===== src/rtl/fir_pkg.sv =====
// fir_pkg: shared state encoding, coefficient tables and
// arithmetic helpers for the decimation anti-aliasing FIR.
package fir_pkg;

  typedef enum logic [1:0] {
    S_IDLE,
    S_MAC,
    S_DONE
  } state_e;

  localparam int SAT_W = 128;

  // Q1.15 windowed-sinc low-pass for M=4, taps sum to 32768
  localparam int LP16 [16] = '{
    -80, -300, -560, -320, 1100, 3700, 5600, 7244,
    7244, 5600, 3700, 1100, -320, -560, -300, -80
  };

  localparam int SAT16 [16] = '{default: 32767};

  function automatic int acc_w(
    input int n,
    input int c,
    input int t
  );
    return n + c + $clog2(t);
  endfunction

  function automatic int coef(
    input int set,
    input int t,
    input int c,
    input int k
  );
    if (set == 1) begin
      if (t == 16 && c == 16) return SAT16[k];
      return (1 << (c - 1)) - 1;
    end
    if (t == 16 && c == 16) return LP16[k];
    // other geometries fall back to a unity-gain boxcar
    return (1 << (c - 1)) / t;
  endfunction

  function automatic logic signed [SAT_W-1:0] sat(
    input logic signed [SAT_W-1:0] v,
    input int                      n
  );
    logic signed [SAT_W-1:0] one;
    logic signed [SAT_W-1:0] hi;
    logic signed [SAT_W-1:0] lo;
    one = SAT_W'(1);
    hi  = (one <<< (n - 1)) - one;
    lo  = -(one <<< (n - 1));
    if (v > hi) return hi;
    if (v < lo) return lo;
    return v;
  endfunction

endpackage


===== src/rtl/fir_mac.sv =====
// fir_mac: registered multiplier feeding a clearable
// accumulator; sum_o folds in the product still in flight.
module fir_mac #(
  parameter int N  = 16,
  parameter int C  = 16,
  parameter int AW = 36
) (
  input  logic                 clk,
  input  logic                 rst,
  input  logic                 clr_i,
  input  logic                 en_i,
  input  logic signed [N-1:0]  x_i,
  input  logic signed [C-1:0]  h_i,
  output logic signed [AW-1:0] sum_o
);

  localparam int PW = N + C;

  logic signed [PW-1:0] prod_q;
  logic signed [PW-1:0] prod_d;
  logic signed [AW-1:0] acc_q;
  logic signed [AW-1:0] acc_d;

  always_comb begin
    prod_d = prod_q;
    acc_d  = acc_q;
    if (clr_i) begin
      prod_d = '0;
      acc_d  = '0;
    end else if (en_i) begin
      prod_d = PW'(x_i) * PW'(h_i);
      acc_d  = acc_q + AW'(prod_q);
    end
  end

  always_ff @(posedge clk) begin
    if (rst) begin
      prod_q <= '0;
      acc_q  <= '0;
    end else begin
      prod_q <= prod_d;
      acc_q  <= acc_d;
    end
  end

  assign sum_o = acc_q + AW'(prod_q);

endmodule


===== src/rtl/fir_decim_lpf.sv =====
// fir_decim_lpf: time-shared single-MAC low-pass FIR ahead
// of the downsampler; one rounded, saturated output per input.
module fir_decim_lpf
  import fir_pkg::*;
#(
  parameter int N        = 16,
  parameter int T        = 16,
  parameter int C        = 16,
  parameter int COEF_SET = 0
) (
  input  logic                clk,
  input  logic                rst,
  input  logic signed [N-1:0] sample,
  input  logic                sample_valid,
  output logic                ready,
  output logic signed [N-1:0] sample_out,
  output logic                out_valid,
  output logic                overrun
);

  localparam int KW = $clog2(T);
  localparam int AW = acc_w(N, C, T);
  localparam logic signed [AW-1:0] HALF = AW'(1) <<< (C - 2);

  state_e state_q, state_d;

  logic [KW-1:0]       k_q, k_d;
  logic signed [N-1:0] dly_q [T];
  logic signed [N-1:0] dly_d [T];
  logic signed [N-1:0] out_q, out_d;
  logic                vld_q, vld_d;
  logic                ovr_q, ovr_d;

  logic signed [C-1:0]  rom [T];
  logic                 mac_clr;
  logic                 mac_en;
  logic signed [AW-1:0] mac_sum;
  logic signed [AW-1:0] rnd;
  logic signed [AW-1:0] shv;

  for (genvar i = 0; i < T; i++) begin : g_rom
    localparam logic signed [C-1:0] HV =
      C'(coef(COEF_SET, T, C, i));
    assign rom[i] = HV;
  end

  fir_mac #(
    .N  (N),
    .C  (C),
    .AW (AW)
  ) u_mac (
    .clk   (clk),
    .rst   (rst),
    .clr_i (mac_clr),
    .en_i  (mac_en),
    .x_i   (dly_q[k_q]),
    .h_i   (rom[k_q]),
    .sum_o (mac_sum)
  );

  assign rnd = mac_sum + HALF;
  assign shv = rnd >>> (C - 1);

  always_comb begin
    state_d = state_q;
    k_d     = k_q;
    dly_d   = dly_q;
    out_d   = out_q;
    vld_d   = 1'b0;
    ovr_d   = ovr_q;
    mac_clr = 1'b0;
    mac_en  = 1'b0;
    if (sample_valid && state_q != S_IDLE) ovr_d = 1'b1;
    unique case (state_q)
      S_IDLE: begin
        if (sample_valid) begin
          dly_d[0] = sample;
          for (int i = 1; i < T; i++) dly_d[i] = dly_q[i-1];
          mac_clr = 1'b1;
          k_d     = '0;
          state_d = S_MAC;
        end
      end
      S_MAC: begin
        mac_en = 1'b1;
        k_d    = k_q + 1'b1;
        if (k_q == KW'(T - 1)) state_d = S_DONE;
      end
      S_DONE: begin
        out_d   = N'(sat(SAT_W'(shv), N));
        vld_d   = 1'b1;
        state_d = S_IDLE;
      end
      default: state_d = S_IDLE;
    endcase
  end

  always_ff @(posedge clk) begin
    if (rst) begin
      state_q <= S_IDLE;
      k_q     <= '0;
      dly_q   <= '{default: '0};
      out_q   <= '0;
      vld_q   <= 1'b0;
      ovr_q   <= 1'b0;
    end else begin
      state_q <= state_d;
      k_q     <= k_d;
      dly_q   <= dly_d;
      out_q   <= out_d;
      vld_q   <= vld_d;
      ovr_q   <= ovr_d;
    end
  end

  assign ready      = (state_q == S_IDLE);
  assign sample_out = out_q;
  assign out_valid  = vld_q;
  assign overrun    = ovr_q;

endmodule


===== config.mk =====
export PLATFORM = sky130hd
export DESIGN_NAME = fir_decim_lpf
export DESIGN_NICKNAME = d
export VERILOG_FILES = /design/src/rtl/fir_pkg.sv /design/src/rtl/fir_mac.sv /design/src/rtl/fir_decim_lpf.sv
export SDC_FILE = /design/constraint.sdc
export NUM_CORES = 1
export LEC_CHECK = 0
export ABC_CLOCK_PERIOD_IN_PS = 8600
export CAP_MARGIN = 15
export CELL_PAD_IN_SITES_DETAIL_PLACEMENT = 1
export CELL_PAD_IN_SITES_GLOBAL_PLACEMENT = 2
export CORE_ASPECT_RATIO = 1.1
export CORE_MARGIN = 5
export CORE_UTILIZATION = 34
export CTS_CLUSTER_SIZE = 10
export DETAILED_ROUTE_END_ITERATION = 8
export PLACE_DENSITY = 0.8
export SYNTH_ARGS = -nofsm -noshare
export SYNTH_HDL_FRONTEND = slang
export SYNTH_HIERARCHICAL = 1
export SYNTH_SLANG_ARGS = --single-unit

===== constraint.sdc =====
create_clock -name clk -period 8.6 [get_ports clk]
set_clock_uncertainty 0.15 [all_clocks]
set_input_delay 2.58 -clock clk [delete_from_list [all_inputs] [get_ports clk]]
set_output_delay 2.58 -clock clk [all_outputs]
set_load 0.02 [all_outputs]

* After elaboration in Yosys (flattened, before gate mapping) *
Memories as Yosys holds them, arrays and structs flattened.
Cells that the tools add are included.

operators by class
  eq/ne operators = 5
  add/sub/neg operators = 3
  reduce and logical (&&, ||, !) cells = 8
  multipliers = 1
  bitwise gates (word level) = 1
  $lt $le $gt $ge = 3
  mux-type cells = 23

operator list
  cell                                                                            count
  16-bit 2-to-1 mux                                                               8
  16-bit binary-select mux with 4-bit select                                      1
  36-bit by 16-bit adder with 36-bit output, second input constant                1
  36-bit by 32-bit adder with 36-bit output                                       1
  16-bit by 16-bit multiplier with 32-bit output                                  1
  21-bit by 16-bit > comparator with 1-bit output, second input constant          1
  21-bit by 16-bit less-than comparator with 1-bit output, second input constant  1
  1-bit 2-to-1 mux                                                                9
  4-bit case mux with 2 select lines                                              1
  2-bit AND reduction                                                             3
  5-bit greater-or-equal comparator, second input constant                        1
  4-bit inverter with 5-bit output                                                1
  4-bit by 1-bit adder with 4-bit output, second input constant                   1
  4-bit == test, second input constant                                            1
  2-bit 2-to-1 mux                                                                2
  4-bit 2-to-1 mux                                                                1
  2-bit != test, second input constant                                            2
  2-bit case mux with 2 select lines                                              1
  2-bit nonzero test                                                              2
  2-bit by 1-bit == test with 1-bit output, second input constant                 1
  2-bit == test, second input constant                                            1
  2-bit zero test                                                                 1
  2-bit OR reduction                                                              1
  1-bit logical AND                                                               1

storage, ports and cells
  output and inout port bits = 19
  memories kept = 1
  memory bits (read-only) = 256
  flip-flop bits (word level) = 348

memory list
  memory            depth  width  read ports  clocked after memory_dff  wr ports  line                 RTL
  (name not given)  16     16     1           0                         0         fir_decim_lpf.sv:57  .h_i (rom[k_q]),

* Depth between registers and ports, before layout *
  depth after elaboration = 9
  depth in mapped cells = 31
  depth with buffers taken out = 28

* Hierarchy *
The synthesis kept the hierarchy.

modules (own cells, without submodules)
  module         instances  area each (um^2)  cells each
  fir_mac        1          14,435.1          1,653
  fir_decim_lpf  1          12,570.8          1,548

* Least setup slack after synthesis *
OpenSTA, ideal clock, no wires.

  path kind = reg2reg
  start = register k_q[0]
  end = register u_mac.prod_q[31]
  data required time = 8.318 ns
  buffers on the path = 3
  clock period less this slack = 7.679 ns
  stages on the path, launching flop included = 27
  setup time = 0.132 ns
  setup slack = 0.921 ns
  arrival = 7.397 ns
  path through = dfxtp_1 > clkbuf_1 > buf_1 > mux2i_1 > o221ai_1 > o22ai_1 > a21oi_1 > clkbuf_1 > nand2_1 > fa_1 > inv_1 > fa_1 > fa_1 > fa_1 > fa_1 > inv_1 > fa_1 > inv_1 > ha_1 > and4_1 > and3_1 > nand4_1 > o32ai_1 > o41ai_2 > o21ai_1 > mux2i_1 > a21oi_1

between the ends
  cells in the longest elaborated chain, start to end = 5
  elaborated cells between the ends (all ways) = 8
  those cells by class = mul (1); mux (5); bitwise (1); memory (1)

RTL lines
  element                                                                           line                                      RTL
  from (decl)                                                                       fir_decim_lpf.sv:27                       logic [KW-1:0] k_q, k_d;
  from (signal assigned)                                                            fir_decim_lpf.sv:108                      k_q <= k_d;
  4-bit inverter with 5-bit output (implied by the code) (*)                        fir_decim_lpf.sv:56, fir_decim_lpf.sv:57
  memory 16 x 16 bit or 16-bit binary-select mux with 4-bit select (tied branches)  -
  16-bit 2-to-1 mux (on tied branches) (2 in series)                                fir_decim_lpf.sv:57, fir_decim_lpf.sv:56
  16-bit by 16-bit multiplier with 32-bit output (*)                                fir_mac.sv:31                             prod_d = PW'(x_i) * PW'(h_i);
  to (signal assigned)                                                              fir_mac.sv:41                             prod_q <= prod_d;
  to (decl)                                                                         fir_mac.sv:19                             logic signed [PW-1:0] prod_q;

Mark *: on every way between the ends. The rest lies on a longest branch, timed or not. The select of a mux whose other input is x is not followed.
A chain may end at the register's enable or synchronous reset.

* Worst setup path in the final report *
Same ends and word-level chain as after synthesis.

==> summary.txt <==
Timing
  • TNS Setup: 0 ns
  • Final hold vios: 0
  • Fin crit share: 0.921
  • RSZ-0062 raised after global routing: no
  • Fmax: 126 MHz
  • WHS: 0.304 ns
  • Setup-failing EPs final: 0
  • Normalized max-slew margin: 0.179
  • Tightest Pin Transition: 1.23 ns
  • Count of final max-slew check failures: 0
  • Post-layout min period: 7.92 ns

Floorplan
  • Placeable Area: 0.0788 sq mm
  • Area of the die: 0.0851 sq mm
  • Initial Util: 0.343
  • Die Width: 279 um
  • Ports: 38
  • Std cell rows: 108
  • Die H: 305 um

Placed design
  • IO Port Bufs: 37
  • Post-detail-place hpwl: 51900 um
  • Placed insts: 4167
  • Gpl congestion: 0.808

Route
  • DRT Pass-1 Iters: 5
  • Via count: 21300
  • DR iter-0 viols: 1014
  • Mean number of vias per cell: 5.04
  • Final ANT Viol Nets: 0
  • DRC violations left: 0
  • Final WL: 71800 um
  • Routed len/inst: 17.0 um

Flow run
  • Max_cap viols: 0

Global routing
  • First-pass GRT wire length: 121000 um
  • GRT Total Usage: 0.170
  • Vias in the first global route: 23100
  • Largest net degree at the start of global routing: 124
  • Gr ovfl total: 0
  • Initial antenna violation count: 0

Clock network
  • PostCTS Resize Cnt: 0
  • CTS tree: done
  • CTS clock-pin slew for the worst setup and hold paths: 0.07 ns
  • TritonCTS Buffers: 44
  • H-tree levels: 2
  • CTS max path bufs: 3
  • Root buffer cell: clkbuf_16
  • Post-CTS Hold Fix Bufs: 0
  • Post-CTS Setup Inserts: 0
  • Number of clock sinks: 348
  • Worst-Skew Late Latency: 0.57 ns

Worst setup path
  • Worst EP arrival: 8.20 ns
  • Delay-heaviest family, CP: adder cells
  • Worst path slowest cell: dfxtp_4
  • CP Launch Type: register
  • Slowest cell delay on critical path: 0.61 ns
  • Critical path class: reg -> reg
  • Maximum fanout along the worst path: 25
  • Crit end category: register
  • Crit path top cell by count: fa_1
  • Required @ worst endpoint: 8.88 ns
  • Critical path buffer and inverter count: 7

Final layout
  • Filler cells: 9299
  • Antenna cells: 0
  • Layout cells sized above 1: 0.0659
  • Area Growth Syn to Fin: 10.1%
  • Final Non-Filler Cells: 4234
  • Final #Nets: 3577

Min path
  • HP Class: reg -> reg

Power and ir drop
  • PwrDens: 254 mW/mm^2
  • Static Leakage: 11.8 nW
  • Maximum VDD drop: 0.000272 V

Run status
  • Outcome: completed

Synthesis
  • Mean Syn Cell Area: 8.44 sq um
  • Cell area after synthesis: 0.0270 sq mm
  • Cell count after synthesis: 3197
  • Number of synthesis warnings: 6
[metal layers]
metal / share of wire / track usage / routed length [um] / vias to the layer above
met2: 0.50 / 0.308 / 36200 / 184
met1: 0.45 / 0.217 / 32500 / 10700
li1: - / - / - / 10400
met4: 0.019 / 0.0365 / 1380 / 0
met3: 0.024 / 0.0206 / 1690 / 88
met5: 0 / 0 / 0 / -
[tightest hold or removal path, delay by kind of cell (launching register included)]
kind             cells  cell delay (ns)
flip-flops           1             0.32
AND/OR/NAND/NOR      1             0.06
AO/OA/AOI/OAI        1             0.05
[sequential cells by signal, summed over array words and instances, names as in the netlist]
signal / flops
u_mac/acc_q: 36
out_valid: 1
k_q: 4
sample_out: 16
overrun: 1
state_q: 2
u_mac/prod_q: 32
dly_q: 256
[placed cells by master (no fill, tap or decap), drive strengths merged, types with 6 or more instances in the layout]
cell and n:
clkinv 6, and2 126, ha 127, o22ai 20, nor2 122, dfxtp 348
o221ai 33, or2 7, o31ai 9, a21o 16, buf 54, clkdlybuf4s50 36
o21a 18, a21boi 6, nor3 28, a31oi 7, nand4 16, fa 263
a21oi 339, and3 13, inv 344, conb 21, nand2b 15, or3 14
xnor2 51, nor2b 9, o211ai 11, xor2 20, a211oi 30, o21ai 50
nand3 41, clkbuf 60, nand2 722, mux2i 109, mux4 33
[stage by stage]
stage / cell area [sq um] / setup slack (ns) / total power [mW] / utilization
floorplan: 27100 / 0.921 / 4.86 / -
finish: 29700 / 0.681 / 7.55 / 0.377
global route: 29700 / 0.235 / 8.31 / 0.377
detailed placement: 28400 / 0.666 / 5.91 / 0.360
global placement: 28400 / 0.802 / 5.84 / 0.360
CTS: 29700 / 0.677 / 7.69 / 0.377
[final timing paths]
path | slack (ns) | end | depth (start not counted) | start
worst min-delay path | 0.30 | dly_q[71]$_SDFFE_PP0P_ | 2 | dly_q[87]$_SDFFE_PP0P_
worst max-delay path | 0.68 | u_mac/prod_q[31]$_SDFFE_PP0P_ | 27 | k_q[0]$_SDFFE_PP0P_
worst min register to register | 0.30 | dly_q[71]$_SDFFE_PP0P_ | 2 | dly_q[87]$_SDFFE_PP0P_
worst max register to register | 0.68 | u_mac/prod_q[31]$_SDFFE_PP0P_ | 27 | k_q[0]$_SDFFE_PP0P_
[cell type report]
cell class	instances	area (sq um)	area share
Clock buffer	60	1240	0.0418
Inverter	345	1300	0.0439
Sequential cell	348	6970	0.235
Timing Repair Buffer	90	786	0.0264
Multi-Input combinational cell	2339	18000	0.607
Clock inverter	7	77.6	0.00261
Tap cell	1045	1310	0.0440
[report_power, final]
group          leakage, nW  switching, mW  internal [mW]
Combinational         8.38           2.44           1.68
Clock                0.647          0.709           1.03
Sequential            2.81         0.0365           1.65
Total                 11.8           3.19           4.36
No activity file was read; power rests on OpenSTA's default activity.
